### src/rtl/hazard_controller.sv
// hazard_controller
// -----------------
// Stall/flush sequencer for a 5-stage MIPS pipeline. From decoded ID- and
// EX-stage fields it detects load-use hazards, mult/div structural hazards and
// branch/jump redirects, and drives the PC, IF/ID and ID/EX enables. A small
// IDLE/BUSY machine tracks the multi-cycle mult/div unit. Saturating counters
// report the total stall cycles and IF/ID flushes.
//
// Parameters:
//   MD_LATENCY  mult/div busy cycles after issue (legal range 2..16)
//   CNT_W       width of the performance counters
//
// Ports:
//   clk              system clock, all state updates on the rising edge
//   rst              synchronous, active-high reset
//   id_rs, id_rt     source register fields of the instruction in ID
//   id_uses_rs/rt    ID instruction actually reads rs / rt
//   id_is_muldiv     ID instruction is mult/multu/div/divu
//   id_reads_hilo    ID instruction is mfhi/mflo
//   id_branch_taken  branch in ID resolved taken
//   id_jump          j/jal/jr in ID
//   ex_mem_read      instruction in EX is a load
//   ex_rt            destination register of the load in EX
//   pc_write         PC register enable
//   ifid_write       IF/ID register enable
//   ifid_flush       zero IF/ID on the next edge
//   idex_flush       insert a bubble into ID/EX on the next edge
//   md_start         one-cycle issue pulse to the mult/div unit
//   md_busy          high while the mult/div unit is busy
//   stall_cnt        total stall cycles (saturating)
//   flush_cnt        total IF/ID flushes (saturating)

module hazard_controller #(
    parameter int unsigned MD_LATENCY = 4,
    parameter int unsigned CNT_W      = 32
) (
    input  logic             clk,
    input  logic             rst,
    input  logic [4:0]       id_rs,
    input  logic [4:0]       id_rt,
    input  logic             id_uses_rs,
    input  logic             id_uses_rt,
    input  logic             id_is_muldiv,
    input  logic             id_reads_hilo,
    input  logic             id_branch_taken,
    input  logic             id_jump,
    input  logic             ex_mem_read,
    input  logic [4:0]       ex_rt,
    output logic             pc_write,
    output logic             ifid_write,
    output logic             ifid_flush,
    output logic             idex_flush,
    output logic             md_start,
    output logic             md_busy,
    output logic [CNT_W-1:0] stall_cnt,
    output logic [CNT_W-1:0] flush_cnt
);

    // Countdown only needs to hold MD_LATENCY-1.
    localparam int unsigned MdCntW = (MD_LATENCY > 2) ? $clog2(MD_LATENCY) : 1;
    localparam logic [MdCntW-1:0] MdCntInit = MdCntW'(MD_LATENCY - 1);
    localparam logic [CNT_W-1:0]  CntMax    = {CNT_W{1'b1}};

    typedef enum logic [0:0] {
        StIdle = 1'b0,
        StBusy = 1'b1
    } state_e;

    state_e            state_q;
    logic [MdCntW-1:0] md_cnt_q;
    logic [CNT_W-1:0]  stall_cnt_q;
    logic [CNT_W-1:0]  flush_cnt_q;

    logic lu;
    logic md;
    logic stall;
    logic rs_match;
    logic rt_match;

    // ------------------------------------------------------------------
    // Hazard detection (combinational, zero-cycle latency)
    // ------------------------------------------------------------------
    always_comb begin
        rs_match = id_uses_rs && (id_rs == ex_rt);
        rt_match = id_uses_rt && (id_rt == ex_rt);
        // A load targeting $0 never produces a value worth waiting for.
        lu       = ex_mem_read && (ex_rt != 5'd0) && (rs_match || rt_match);
        // In IDLE the HI/LO result is already valid, so mfhi/mflo proceed.
        md       = (state_q == StBusy) && (id_is_muldiv || id_reads_hilo);
        stall    = lu || md;
    end

    // ------------------------------------------------------------------
    // Pipeline control outputs
    // ------------------------------------------------------------------
    always_comb begin
        pc_write   = 1'b1;
        ifid_write = 1'b1;
        ifid_flush = 1'b0;
        idex_flush = 1'b0;
        md_start   = 1'b0;
        if (rst) begin
            // Hold the front end and keep bubbles flowing while in reset.
            pc_write   = 1'b0;
            ifid_write = 1'b0;
            ifid_flush = 1'b1;
            idex_flush = 1'b1;
        end else if (stall) begin
            // Stall wins over a redirect; the branch re-resolves next cycle.
            pc_write   = 1'b0;
            ifid_write = 1'b0;
            idex_flush = 1'b1;
        end else begin
            ifid_flush = id_branch_taken || id_jump;
            md_start   = (state_q == StIdle) && id_is_muldiv;
        end
    end

    assign md_busy   = (state_q == StBusy);
    assign stall_cnt = stall_cnt_q;
    assign flush_cnt = flush_cnt_q;

    // ------------------------------------------------------------------
    // Mult/div FSM and performance counters
    // ------------------------------------------------------------------
    always_ff @(posedge clk) begin
        if (rst) begin
            state_q     <= StIdle;
            md_cnt_q    <= '0;
            stall_cnt_q <= '0;
            flush_cnt_q <= '0;
        end else begin
            unique case (state_q)
                StIdle: begin
                    if (md_start) begin
                        state_q  <= StBusy;
                        md_cnt_q <= MdCntInit;
                    end
                end
                StBusy: begin
                    if (md_cnt_q == '0) begin
                        state_q <= StIdle;
                    end else begin
                        md_cnt_q <= md_cnt_q - 1'b1;
                    end
                end
                default: begin
                    state_q  <= StIdle;
                    md_cnt_q <= '0;
                end
            endcase

            // Load-use and mult/div stalls in the same cycle still count once.
            if (stall && (stall_cnt_q != CntMax)) begin
                stall_cnt_q <= stall_cnt_q + CNT_W'(1);
            end
            if (ifid_flush && (flush_cnt_q != CntMax)) begin
                flush_cnt_q <= flush_cnt_q + CNT_W'(1);
            end
        end
    end

endmodule

### config.mk
export PLATFORM = sky130hd
export DESIGN_NAME = hazard_controller
export DESIGN_NICKNAME = d
export VERILOG_FILES = /design/src/rtl/hazard_controller.sv
export SDC_FILE = /design/constraint.sdc
export NUM_CORES = 1
export LEC_CHECK = 0
export CAP_MARGIN = 40
export CORE_MARGIN = 5
export CORE_UTILIZATION = 40
export CTS_BUF_LIST = sky130_fd_sc_hd__clkbuf_4
export CTS_CLUSTER_SIZE = 25
export DETAILED_ROUTE_END_ITERATION = 8
export GPL_TIMING_DRIVEN = 1
export PLACE_DENSITY = 0.68
export SLEW_MARGIN = 10
export SYNTH_ARGS = -nofsm -noshare
export SYNTH_HDL_FRONTEND = slang
export SYNTH_SLANG_ARGS = --single-unit
### constraint.sdc
create_clock -name clk -period 5.49 [get_ports clk]
set_input_delay 1.098 -clock clk [delete_from_list [all_inputs] [get_ports clk]]
set_output_delay 1.098 -clock clk [all_outputs]
set_load 0.01 [all_outputs]
==> results of run 1 <==
==> power breakdown <==
part	total, mW	switching, mW	internal (mW)
Combinational	0.107	0.0563	0.0508
Sequential	0.501	0.00732	0.493
Clock	0.370	0.175	0.194
==> cells in the final DEF, fill, tap and decap left out, types with 4 or more instances in the layout <==
cell type        synthesis  final
clkdlybuf4s50_1          0     92
dfxtp_1                 67     67
a21oi_1                 57     57
o21ai_0                 41     41
or3_1                   34     34
nand3_1                 28     28
nand2_1                 27     27
nand4_1                 24     24
nor2_1                  20     20
or4_1                   16     16
o31ai_1                 17     16
inv_1                   14     14
xnor2_1                 12     12
clkbuf_4                 0     11
nor3_1                   9      9
and3_1                   8      8
and4_1                   4      4
mux2_2                   4      4
==> per-layer routing <==
layer | part of all wire (%) | up-vias
li1 | - | 1883
met1 | 43 | 1790
met2 | 50 | 112
met3 | 6.2 | 13
met4 | 1.5 | 0
met5 | 0 | -
==> final timing paths <==
| kind | from | end | slack, ns | cells after the start |
|---|---|---|---|---|
| min | stall_cnt[26] | stall_cnt[26] | 0.50 | 2 |
| min reg2reg | stall_cnt[26] | stall_cnt[26] | 0.50 | 2 |
| max reg2reg | stall_cnt[0] | stall_cnt[31] | 2.56 | 7 |
| max | ex_rt[0] | pc_write | 0.66 | 7 |
==> kinds of logic (layout without fill, tap and decap cells) <==
kind of cell    after synthesis  count (layout)  share of synthesized area [%]
fa+ha+maj                     3               3                           1.04
mux                           5               5                           1.52
flops                        67              67                           37.0
xor+xnor                     13              13                           3.14
simple gates                201             201                           32.8
buf+inv                      40             127                           4.87
compound gates              126             126                           19.6
==> cells in the mapped netlist (4+ instances only) <==
cell      number  share of area, %
dfxtp_1       67                37
a21oi_1       57               7.9
o21ai_0       41               5.7
or3_1         34               5.9
nand3_1       28               3.9
nand2_1       27               2.8
nand4_1       24               4.1
nor2_1        20               2.1
o31ai_1       17               3.5
clkbuf_1      16               1.7
or4_1         16               3.3
inv_1         14               1.4
xnor2_1       12               2.9
nor3_1         9               1.2
and3_1         8               1.4
and4_1         4              0.97
buf_2          4              0.55
mux2_2         4               1.2
==> sequential cells by signal (all words and copies together) (netlist names) <==
name and cells:
flush_cnt 32, stall_cnt 32, md_cnt_q 2, md_busy 1
==> cell type report <==
type                            count  area, sq um
Clock inverter                      5         77.6
Sequential cell                    67         1340
Clock buffer                       11         82.6
Fill cell                         847         3990
Tap cell                          108          135
Inverter                           14         52.6
Multi-Input combinational cell    348         2120
Timing Repair Buffer               97          963
==> critical path: stages <==
cell	delay, ns
clkdlybuf4s50_1	0.48
or4_1	0.53
o21ai_1	0.42
o21ai_0	0.23
or2_2	0.34
inv_1	0.08
clkdlybuf4s50_1	0.56
==> metrics.log, run 1 <==
INFO  metric critical_path.endpoint_type = output pin
INFO  metric via_count_of_the_first_global_routing_pass = 3627
INFO  metric first_pass_grt_wire_length = 16.8 mm
INFO  metric final_util = 54.5%
INFO  metric start_util = 41.4%
INFO  metric min_period_over_period = 88.1%
INFO  metric routed-via-count = 3798
INFO  metric startpoint_type = input port
INFO  metric cts.sink_count = 67
INFO  metric placed_cells = 634
INFO  metric path_max_fanout = 5
INFO  metric cts_inserted_buffers = 9
INFO  metric initial_detailed_routing_violation_count = 136
INFO  metric final.min_clock_period = 4.83 ns
INFO  metric post_drt_wl_per_cell = 15.4 microns
INFO  metric globalRouteMet1Util = 21.3%
INFO  metric setup_viol = 0
INFO  metric flow.area_growth_from_synthesis = 31.7%
INFO  metric avgViaCountPerCell = 5.84
INFO  metric chipWidth = 105 microns
INFO  metric globalRoute.busiestLayer = met2
INFO  metric post_dp_cell_area = 4610 sq um
INFO  metric drt_pre_antenna_iters = 4
INFO  metric hold_viol = 0
INFO  metric route.final.wire_length = 10.0 mm
INFO  metric drv_cap = 0
INFO  metric place_congestion = 0.787
INFO  metric antenna-diode-count = 0
INFO  metric synth-warning-count = 0
INFO  metric data_arrival_time_of_the_critical_path = 3.74 ns
INFO  metric grt_remaining_overflow = 0
INFO  metric cts_tree = yes
INFO  metric max_clk_rate = 207 MHz
INFO  metric cellPowerDensity = 205 nW/um^2
INFO  metric crit_type = input port to output pin
INFO  metric cts_hold_buffers = 0
INFO  metric mappedNetlistArea = 3620 sq um
INFO  metric finalPower = 0.977 mW
INFO  metric synth_flop_cell = dfxtp_1
INFO  metric totalNegativeSetupSlack = 0 ns
INFO  metric htreeDepth = 3
INFO  metric place_hpwl = 7.19 mm
INFO  metric min_path_type = flop to flop
INFO  metric clk_path_buf_depth = 2
INFO  metric final_layout_size_suffix_gt1_share = 7.20%
INFO  metric ant_nets = 0
INFO  metric dieArea = 11100 sq um
INFO  metric synth-edff-count = 0
INFO  metric nNetsFinal = 564
INFO  metric portbufs = 93
INFO  metric core_outline_area = 8760 sq um
INFO  metric timing.final.max_slew_violations = 0
INFO  metric slew_headroom = 50.6%
INFO  metric synth.net_count = 482
INFO  metric clock-root-buffer = clkbuf_4
INFO  metric whs = 0.497 ns
INFO  metric clock_insertion_delay_worst_skew = 0.40 ns
INFO  metric tot_gr_track_use = 17.6%
INFO  metric postLayoutCellArea = 4770 sq um
INFO  metric top_level_ports = 94
INFO  metric pleak = 1.45 nW
INFO  metric seq_area_frac_synth = 37.0%
INFO  metric avgSynthCellArea = 7.97 sq um
INFO  metric post-route-drc-count = 0
INFO  metric synth_cell_types = 49
INFO  metric final_cells = 650
INFO  metric pre_cts_slack = 0.663 ns
INFO  metric grt_use_met2 = 30.1%
INFO  metric setup_ws = 0.655 ns
INFO  metric die_h = 105 microns
INFO  metric number_of_antenna_violations_at_the_first_check_in_global_routing = 0
INFO  metric vdd.ir_drop.worst = 0.140 mV
INFO  metric cts_resized = 0
INFO  metric outcome = completed
INFO  metric synthesized_netlist_cell_count = 455
INFO  metric std_cell_rows = 34
INFO  metric critPathRequiredTime = 4.39 ns
INFO  metric yosys_register_bits = 67
INFO  metric finClkSkew = 0.0188 ns
INFO  metric synth_async_sr_flop_share = 0%
INFO  metric setup_repair_after_global_routing_missed_its_margin = false
INFO  metric tightest_slew = 0.741 ns
INFO  metric cts_post_setup_buffers_inserted = 0
INFO  metric largest_net_degree_at_the_start_of_global_routing = 61
INFO  metric gr-usage-met3 = 5.06%
INFO  metric clk_pin_slew = 0.12 ns
Power figures use the tool's default switching activity.
==> run 2: changes to the inputs <==
SETUP_SLACK_MARGIN = 0.2   (was default)
==> results of run 2 <==
Final layout, timing and power as in run 1 (identical DEF).
==> run 3: changes to the inputs <==
--- a/config.mk
+++ b/config.mk
@@ -10,3 +10,2 @@
 export CORE_UTILIZATION = 40
-export CTS_BUF_LIST = sky130_fd_sc_hd__clkbuf_4
 export CTS_CLUSTER_SIZE = 25
==> constraint.sdc (replaced) <==
create_clock -name clk -period 6.3 [get_ports clk]
set_input_delay 0.63 -clock clk [delete_from_list [all_inputs] [get_ports clk]]
set_output_delay 0.63 -clock clk [all_outputs]
set_load 0.01 [all_outputs]
==> metrics.log, run 3 (synthesized netlist as in run 1, its figures left out) <==
INFO  metric outcome = completed
INFO  metric layout_commonest_cell = clkdlybuf4s50_1
INFO  metric portbufs = 93
INFO  metric combPwrFrac = 11.1%
INFO  metric data_arrival_time_of_the_critical_path = 3.21 ns
INFO  metric hold_start = flush_cnt[20]
INFO  metric place_congestion = 0.769
INFO  metric clock_power_share = 36.1%
INFO  metric post-route-drc-count = 0
INFO  metric net_switching_component_of_the_power = 0.209 mW
INFO  metric worstHoldEndpoint = flush_cnt[20]
INFO  metric crit_type = input port to output pin
INFO  metric cts.sink_count = 67
INFO  metric setup_viol = 0
INFO  metric min_period_over_period = 60.9%
INFO  metric cts_hold_buffers = 0
INFO  metric avgViaCountPerCell = 5.77
INFO  metric clock_insertion_delay_worst_skew = 0.33 ns
INFO  metric core_outline_area = 8760 sq um
INFO  metric std_cell_rows = 34
INFO  metric clk_pin_slew = 0.07 ns
INFO  metric cts_tree = yes
INFO  metric rr_worst_depth = 7
INFO  metric chipWidth = 105 microns
INFO  metric startpoint_type = input port
INFO  metric critPathRequiredTime = 5.67 ns
INFO  metric critical_path.reg2reg.endpoint = stall_cnt[31]
INFO  metric setup_repair_after_global_routing_missed_its_margin = false
INFO  metric placed_cells = 634
INFO  metric pleak = 1.43 nW
INFO  metric route.final.wire_length = 9.85 mm
INFO  metric fraction_of_power_consumed_by_sequential_logic = 52.8%
INFO  metric initial_detailed_routing_violation_count = 105
INFO  metric cts_resized = 0
INFO  metric min_path_type = flop to flop
INFO  metric nNetsFinal = 564
INFO  metric largest_net_degree_at_the_start_of_global_routing = 62
INFO  metric antenna-diode-count = 0
INFO  metric drv_cap = 0
INFO  metric post_drt_wl_per_cell = 15.2 microns
INFO  metric critical_path.reg2reg.startpoint = stall_cnt[0]
INFO  metric vdd.ir_drop.worst = 0.0981 mV
INFO  metric htreeDepth = 3
INFO  metric place_hpwl = 7.11 mm
INFO  metric top_level_ports = 94
INFO  metric clk_path_buf_depth = 2
INFO  metric clock-root-buffer = clkbuf_8
INFO  metric final.min_clock_period = 3.84 ns
INFO  metric first_pass_grt_wire_length = 16.2 mm
INFO  metric cellPowerDensity = 173 nW/um^2
INFO  metric finClkSkew = 0.0127 ns
INFO  metric cts_post_setup_buffers_inserted = 0
INFO  metric dieArea = 11100 sq um
INFO  metric final_cells = 650
INFO  metric critical_path.endpoint_type = output pin
INFO  metric start_util = 41.4%
INFO  metric max_clk_rate = 261 MHz
INFO  metric tightest_slew = 0.778 ns
INFO  metric hold_viol = 0
INFO  metric fillers = 860
INFO  metric flow.area_growth_from_synthesis = 31.5%
INFO  metric cell_internal_pwr = 0.617 mW
INFO  metric via_count_of_the_first_global_routing_pass = 3536
INFO  metric path_max_fanout = 5
INFO  metric final_layout_size_suffix_gt1_share = 6.46%
INFO  metric ant_nets = 0
INFO  metric grt_remaining_overflow = 0
INFO  metric power.switching_fraction = 25.3%
INFO  metric cts_inserted_buffers = 9
INFO  metric die_h = 105 microns
INFO  metric totalNegativeSetupSlack = 0 ns
INFO  metric number_of_antenna_violations_at_the_first_check_in_global_routing = 0
INFO  metric layout_common_cells = clkdlybuf4s50_1 (92), dfxtp_1 (67), a21oi_1 (57)
INFO  metric critPathLaunch = ex_rt[0]
INFO  metric timing.final.max_slew_violations = 0
INFO  metric routed-via-count = 3748
INFO  metric tot_gr_track_use = 17.1%
INFO  metric slew_headroom = 47.7%
INFO  metric drt_pre_antenna_iters = 4
INFO  metric min_path_cells = 2
INFO  metric rrSetupSlack = 3.39 ns
## run 3: worst max path at each step
stage	end	slack, ns	cells after the start
floorplan	pc_write	3.56	6
global placement	ifid_write	2.52	7
detailed placement	pc_write	2.48	7
CTS	pc_write	2.47	7
global route	ifid_write	2.33	7
finish	pc_write	2.46	7
## run 3: final cells by class
type	count	area (sq um)	area share, %
inverters	14	52.6	1.10
well taps	108	135	2.84
clock inverters	2	12.5	0.263
repair buffers	97	961	20.2
multi-input cells	348	2120	44.5
flip-flops and latches	67	1340	28.1
clock buffers	14	143	2.99
## run 3: power groups by stage
stage	clock, mW	sequential (mW)	combinational, mW
finish	0.298	0.436	0.0916
global route	0.325	0.437	0.100
CTS	0.309	0.436	0.0926
detailed placement	0	0.446	0.0922
global placement	0	0.446	0.0884
floorplan	0	0.446	0.0510
## run 3: metrics by stage
stage / area, sq um / setup WS, ns / power (mW) / util (%) / hold WS (ns)
after global routing: 4770 / 2.33 / 0.862 / 54.4 / 0.524
after detailed placement: 4610 / 2.48 / 0.538 / 52.6 / 0.490
after floorplan: 3620 / 3.56 / 0.497 / - / 0.498
after CTS: 4770 / 2.47 / 0.838 / 54.4 / 0.502
after global placement: 4590 / 2.52 / 0.534 / 52.4 / 0.479
final: 4770 / 2.46 / 0.826 / 54.4 / 0.502
## run 3: worst max-delay path, cell delays in order
cell             delay [ns]
clkdlybuf4s50_1        0.46
or4_1                  0.54
o21ai_1                0.39
o21ai_0                0.22
or2_2                  0.35
inv_1                  0.07
clkdlybuf4s50_1        0.53
## run 3: routing by layer
metal / global-route usage [%] / vias up / share of wire [%]
li1: - / 1879 / -
met1: 20.4 / 1773 / 44
met2: 29.3 / 89 / 50
met3: 4.99 / 7 / 5.2
met4: 5.48 / 0 / 0.88
met5: 0 / - / 0
